File: src/rtl/fp_div_result_queue.sv
// Result queue behind the fixed-latency FP divider: first-word-fall-through
// FIFO with valid/ready output and in-flight credit tracking for the issuer.
module fp_div_result_queue #(
  parameter int unsigned DEPTH      = 16,
  parameter int unsigned DATA_WIDTH = 32
) (
  input  logic                               clock,
  input  logic                               reset_n,
  input  logic                               issue_go,
  output logic                               can_issue,
  input  logic                               res_valid,
  input  logic [DATA_WIDTH-1:0]              res_data,
  output logic                               out_valid,
  output logic [DATA_WIDTH-1:0]              out_data,
  input  logic                               out_ready,
  output logic [$clog2(DEPTH+1)-1:0]         occupancy,
  output logic [$clog2(DEPTH+1)-1:0]         inflight,
  output logic                               err_overflow,
  output logic                               err_spurious
);

  localparam int unsigned AW = $clog2(DEPTH);
  localparam int unsigned CW = $clog2(DEPTH + 1);
  localparam int unsigned SW = CW + 1;
  localparam logic [CW-1:0] DEPTH_C = CW'(DEPTH);

  logic [DATA_WIDTH-1:0] mem_q [DEPTH];

  logic [AW-1:0]         rd_ptr_q, rd_ptr_d;
  logic [AW-1:0]         wr_ptr_q, wr_ptr_d;
  logic [CW-1:0]         occ_q, occ_d;
  logic [CW-1:0]         infl_q, infl_d;
  logic                  out_valid_q, out_valid_d;
  logic [DATA_WIDTH-1:0] out_data_q, out_data_d;
  logic                  can_issue_q, can_issue_d;
  logic                  err_ovf_q, err_ovf_d;
  logic                  err_spur_q, err_spur_d;
  logic                  pop, push;

  // Next-state: push/pop decisions, counters, sticky errors, and the
  // registered head/credit view derived from next-cycle state.
  always_comb begin
    rd_ptr_d    = rd_ptr_q;
    wr_ptr_d    = wr_ptr_q;
    occ_d       = occ_q;
    infl_d      = infl_q;
    err_ovf_d   = err_ovf_q;
    err_spur_d  = err_spur_q;
    out_valid_d = 1'b0;
    out_data_d  = '0;
    can_issue_d = 1'b1;

    pop  = out_valid_q && out_ready;
    // A full FIFO still accepts a result when the head leaves this cycle.
    push = res_valid && ((occ_q != DEPTH_C) || pop);

    if (push) wr_ptr_d = wr_ptr_q + AW'(1);
    if (pop)  rd_ptr_d = rd_ptr_q + AW'(1);

    if (push && !pop)      occ_d = occ_q + CW'(1);
    else if (pop && !push) occ_d = occ_q - CW'(1);

    // Issue and return in the same cycle cancel; otherwise saturate at both ends.
    if (issue_go && !res_valid) begin
      if (infl_q != DEPTH_C) infl_d = infl_q + CW'(1);
    end else if (res_valid && !issue_go) begin
      if (infl_q != '0) infl_d = infl_q - CW'(1);
    end

    if (res_valid && !push)         err_ovf_d  = 1'b1;
    if (res_valid && infl_q == '0)  err_spur_d = 1'b1;

    can_issue_d = (SW'(occ_d) + SW'(infl_d)) < SW'(DEPTH);
    out_valid_d = (occ_d != '0);

    // Head slot being written this cycle must be forwarded, storage is not yet updated.
    if (!out_valid_d)                        out_data_d = '0;
    else if (push && (wr_ptr_q == rd_ptr_d)) out_data_d = res_data;
    else                                     out_data_d = mem_q[rd_ptr_d];
  end

  // Control and output registers.
  always_ff @(posedge clock or negedge reset_n) begin
    if (!reset_n) begin
      rd_ptr_q    <= '0;
      wr_ptr_q    <= '0;
      occ_q       <= '0;
      infl_q      <= '0;
      out_valid_q <= 1'b0;
      out_data_q  <= '0;
      can_issue_q <= 1'b1;
      err_ovf_q   <= 1'b0;
      err_spur_q  <= 1'b0;
    end else begin
      rd_ptr_q    <= rd_ptr_d;
      wr_ptr_q    <= wr_ptr_d;
      occ_q       <= occ_d;
      infl_q      <= infl_d;
      out_valid_q <= out_valid_d;
      out_data_q  <= out_data_d;
      can_issue_q <= can_issue_d;
      err_ovf_q   <= err_ovf_d;
      err_spur_q  <= err_spur_d;
    end
  end

  // Result storage; contents are don't-care until written.
  always_ff @(posedge clock) begin
    if (push) mem_q[wr_ptr_q] <= res_data;
  end

  assign can_issue    = can_issue_q;
  assign out_valid    = out_valid_q;
  assign out_data     = out_data_q;
  assign occupancy    = occ_q;
  assign inflight     = infl_q;
  assign err_overflow = err_ovf_q;
  assign err_spurious = err_spur_q;

endmodule

File: config.mk
export PLATFORM = sky130hd
export DESIGN_NAME = fp_div_result_queue
export DESIGN_NICKNAME = d
export VERILOG_FILES = /design/src/rtl/fp_div_result_queue.sv
export SDC_FILE = /design/constraint.sdc
export NUM_CORES = 1
export LEC_CHECK = 0
export CAP_MARGIN = 30
export CORE_MARGIN = 2
export CORE_UTILIZATION = 35
export CTS_BUF_LIST = sky130_fd_sc_hd__clkbuf_2
export CTS_CLUSTER_DIAMETER = 120
export DETAILED_ROUTE_END_ITERATION = 8
export GPL_ROUTABILITY_DRIVEN = 0
export PLACE_DENSITY = 0.52
export SYNTH_ARGS = -nofsm -noshare
export SYNTH_HDL_FRONTEND = slang
export SYNTH_SLANG_ARGS = --single-unit
File: constraint.sdc
create_clock -name clock -period 7.3 [get_ports clock]
set_input_delay 1.095 -clock clock [delete_from_list [all_inputs] [get_ports clock]]
set_output_delay 1.095 -clock clock [all_outputs]
set_load 0.02 [all_outputs]
==> results by group <==
Timing
  – RSZ-0062 raised after global routing: no
  – Min Tclk post-route: 4927 ps
  – Post-route clock skew: 95.64 ps
  – Slew Viols, Final: 0
  – Final Hold Viols: 0
  – Relative slew slack: 0.1830
  – Crit share post-route: 0.6749
  – Fmax: 203.0 MHz
  – # setup viols final: 0
  – Least-Margin Pin Slew: 1226 ps
  – Final hold slack: 471.0 ps
  – Total Neg Setup Slack: 0 ps
  – Final WS setup: 2373 ps

Setup path
  – Reg2reg path depth: 8
  – Crit Reg-Reg Endpoint: out_data[30]$_DFF_PN0_
  – R2r setup slk: 2370 ps
  – Setup crit start: rd_ptr_q[1]$_DFF_PN0_
  – Worst Path Arrival: 6040 ps
  – CP required: 8410 ps
  – CP Max Fanout: 62
  – Startpoint Class: register
  – Origin of the critical flop-to-flop path: rd_ptr_q[1]$_DFF_PN0_
  – CP Capture Type: register
  – Critical Path End: out_data[30]$_DFF_PN0_
  – WS Path Type: reg2reg

Synthesis
  – Syn Nets: 2232
  – EDFF count, synth: 512
  – Mean Syn Cell Area: 12.15 um2
  – Post-synthesis mux area share: 0.02856
  – XOR/XNOR Fraction of Synth Area: 0.005806
  – Yosys Warn Count: 0
  – Synth async-reset ratio: 0.09541
  – Mapped Area: 26510 um2
  – Synth cell types: 80
  – Post-synthesis sequential area ratio: 0.6310
  – Synth Area in Simple Gates: 0.07453
  – Largest family of logic cells by synthesized area: compound AO/OA/AOI/OAI gates
  – Yosys reg bits: 566
  – Adder-Cell Fraction of Synth Area: 0.006136
  – Syn Inst Count: 2182
  – Ys flop type: edfxtp_1
  – Post-synthesis compound-gate area fraction: 0.2060

Global routing
  – Largest net degree at the start of global routing: 173
  – Final global-route overflow total: 0
  – First-pass GRT wire length: 118800 um
  – GR Util All Layers: 0.2018
  – Vias in the first global route: 19020
  – Initial antenna violation count: 2

Hold path
  – Min-delay src: err_spurious$_DFFE_PN0P_
  – Hold Crit Class: reg2reg

Clocking
  – Hold Buf Count CTS: 1
  – CTS sink cnt: 566
  – Setup Fix Bufs, Post-CTS: 0
  – Clk slew on worst S/H paths: 110 ps
  – PostCTS Resize Cnt: 0
  – CTS Root Cell: clkbuf_2
  – Clock Tree Buf Depth: 3
  – # H-tree levels: 4
  – Clock Latency Late Sink: 1270 ps
  – CTS Buf Count: 151
  – CTS tree: done

Drt
  – Final WL: 79430 um
  – Vias per inst: 5.775
  – Vias: 19320
  – Remaining antenna violation count: 0
  – Drt initial violations: 1543
  – Wire per inst: 23.74 um
  – DRC errors left: 0
  – 1st-pass router iterations: 5

Run
  – Max-cap violations: 0

Floorplanning
  – Std cell rows: 100
  – Die area: 77960 um2
  – Die Y-Extent: 279.2 um
  – Core Area: 74700 um2
  – Starting density of the core: 0.3549
  – Ports: 83
  – Die X: 279.2 um

Final layout
  – NumNets Final: 2303
  – Area Growth Syn to Fin: 11.64%
  – Layout cell share with drive strength beyond 1: 0.1514
  – Post-route cell area: 29590 um2

Pwr
  – VDD IR max: 303.6 uV
  – Combinational fraction of design power: 0.487
  – Sw Pwr: 5.719 mW
  – Flop pwr share: 0.337
  – PwrDens: 437.0 nW/um2
  – Leak: 10.23 nW
  – Clk pwr share: 0.176
  – Sw frac: 0.4422
  – Int Pwr: 7.214 mW
  – Total power: 12.93 mW

Place
  – Pre-CTS WS: 2501 ps
  – Placed instance area: 28170 um2
  – Port-buffer cells: 82
  – DP Wirelength: 43020 um

Outcome
  – Outcome: finished, final reports clean
flip-flops by register name, indices dropped and copies added, names as in the netlist:
| register | cells |
|---|---|
| mem_q | 512 |
| out_data | 32 |
| inflight | 5 |
| occupancy | 5 |
| rd_ptr_q | 4 |
| wr_ptr_q | 4 |
| can_issue | 1 |
| err_overflow | 1 |
| err_spurious | 1 |
| out_valid | 1 |
how the worst min path moves through the flow:
stage	depth (start not counted)	endpoint	slack, ps
global route	2	out_data[26]$_DFF_PN0_	380
finish	1	err_spurious$_DFFE_PN0P_	470
global placement	1	err_spurious$_DFFE_PN0P_	450
floorplan	1	wr_ptr_q[3]$_DFFE_PN0P_	530
detailed placement	1	err_spurious$_DFFE_PN0P_	450
CTS	2	inflight[2]$_DFF_PN0_	300
layout make-up:
type	count	area, um2
sequential	566	16740
multi-input combinational	1323	8563
antenna	6	15.01
clock inverter	40	239.0
inverter	88	339.1
timing repair buffer	123	1333
tap	969	1212
clock buffer	231	1156
fill	7063	45100
routing by layer:
metal | GRT usage | wire, um
met4 | 0.07044 | 1566
met1 | 0.2724 | 35320
met2 | 0.3232 | 38010
met3 | 0.04100 | 4532
met5 | 0 | 0
logic make-up (layout without fill, tap and decap cells):
| group | count (synthesis) | in the layout |
|---|---|---|
| AOI/OAI and AO/OA | 814 | 814 |
| DFF | 566 | 566 |
| and+or+nand+nor | 412 | 412 |
| buffers and inverters | 293 | 482 |
| muxes | 70 | 70 |
| xor gates and xnor gates | 14 | 14 |
| adders and majority gates | 13 | 13 |
| other | 0 | 6 |
worst max-delay path, cell delays in order (launching register included):
cell      delay (ps)
dfrtp_4         1000
ha_4             880
nand3_1          510
and2_1           660
inv_1            790
mux4_2           410
and3_1           190
a211oi_1         220
o22ai_1          110
synth_stat cells (all sizes together), types with 13 or more instances:
master  number  area, um2
a211o       44      386.6
a211oi      27      202.7
a21o        48      361.6
a21oi      227       1136
a221oi      73      639.4
a22oi       18      135.1
a31oi       65      406.6
and2        20      128.9
buf         90      468.0
clkbuf     115      473.0
dfrtp       53       1326
edfxtp     512      15370
ha          13      162.7
inv         86      322.8
mux2        25      281.5
mux2i       43      430.4
nand2      166      630.6
nand2b      42      270.3
nand3       69      345.3
nor2        50      187.7
nor3        36      180.2
o211ai      55      412.9
o21ai      110      550.5
o221ai      22      192.7
o22ai       47      294.0
o32ai       31      324.1
per-stage QoR:
stage	utilization	std cells
6_report	0.3962	3346
5_1_grt	0.3962	3346
4_1_cts	0.3960	3340
3_5_place_dp	0.3772	3068
3_3_place_gp	0.3733	3054
2_1_floorplan	-	2182
cell usage in the layout (no fill, tap or decap), types with 7 or more instances in the layout:
| cell | n |
|---|---|
| a22oi_1 | 18 |
| o32ai_1 | 24 |
| xnor2_1 | 11 |
| nand2b_1 | 41 |
| o22ai_1 | 47 |
| edfxtp_1 | 512 |
| clkdlybuf4s50_1 | 80 |
| clkbuf_2 | 231 |
| ha_1 | 12 |
| nor3_1 | 36 |
| o32ai_2 | 7 |
| a32oi_1 | 8 |
| clkinv_1 | 31 |
| o211ai_1 | 55 |
| a2bb2oi_1 | 10 |
| a221oi_1 | 73 |
| nand2_1 | 164 |
| inv_1 | 84 |
| and2_2 | 17 |
| a211o_1 | 43 |
| nor2_1 | 50 |
| mux2_2 | 25 |
| buf_4 | 25 |
| a211oi_1 | 27 |
| a31oi_1 | 65 |
| nand3_1 | 69 |
| a21o_1 | 47 |
| o21ai_0 | 108 |
| dfrtp_1 | 50 |
| o221ai_1 | 22 |
| a21oi_1 | 227 |
| buf_12 | 11 |
| mux2i_1 | 43 |
| nor4_1 | 8 |
power by group through the flow:
stage,clock network [mW],logic [mW],registers (mW)
floorplan,0,4.27,4.38
global placement,0,6.08,4.43
detailed placement,0,6.27,4.43
CTS,2.36,6.29,4.36
global route,2.53,6.82,4.40
finish,2.28,6.30,4.35
No activity file was read; power rests on OpenSTA's default activity.
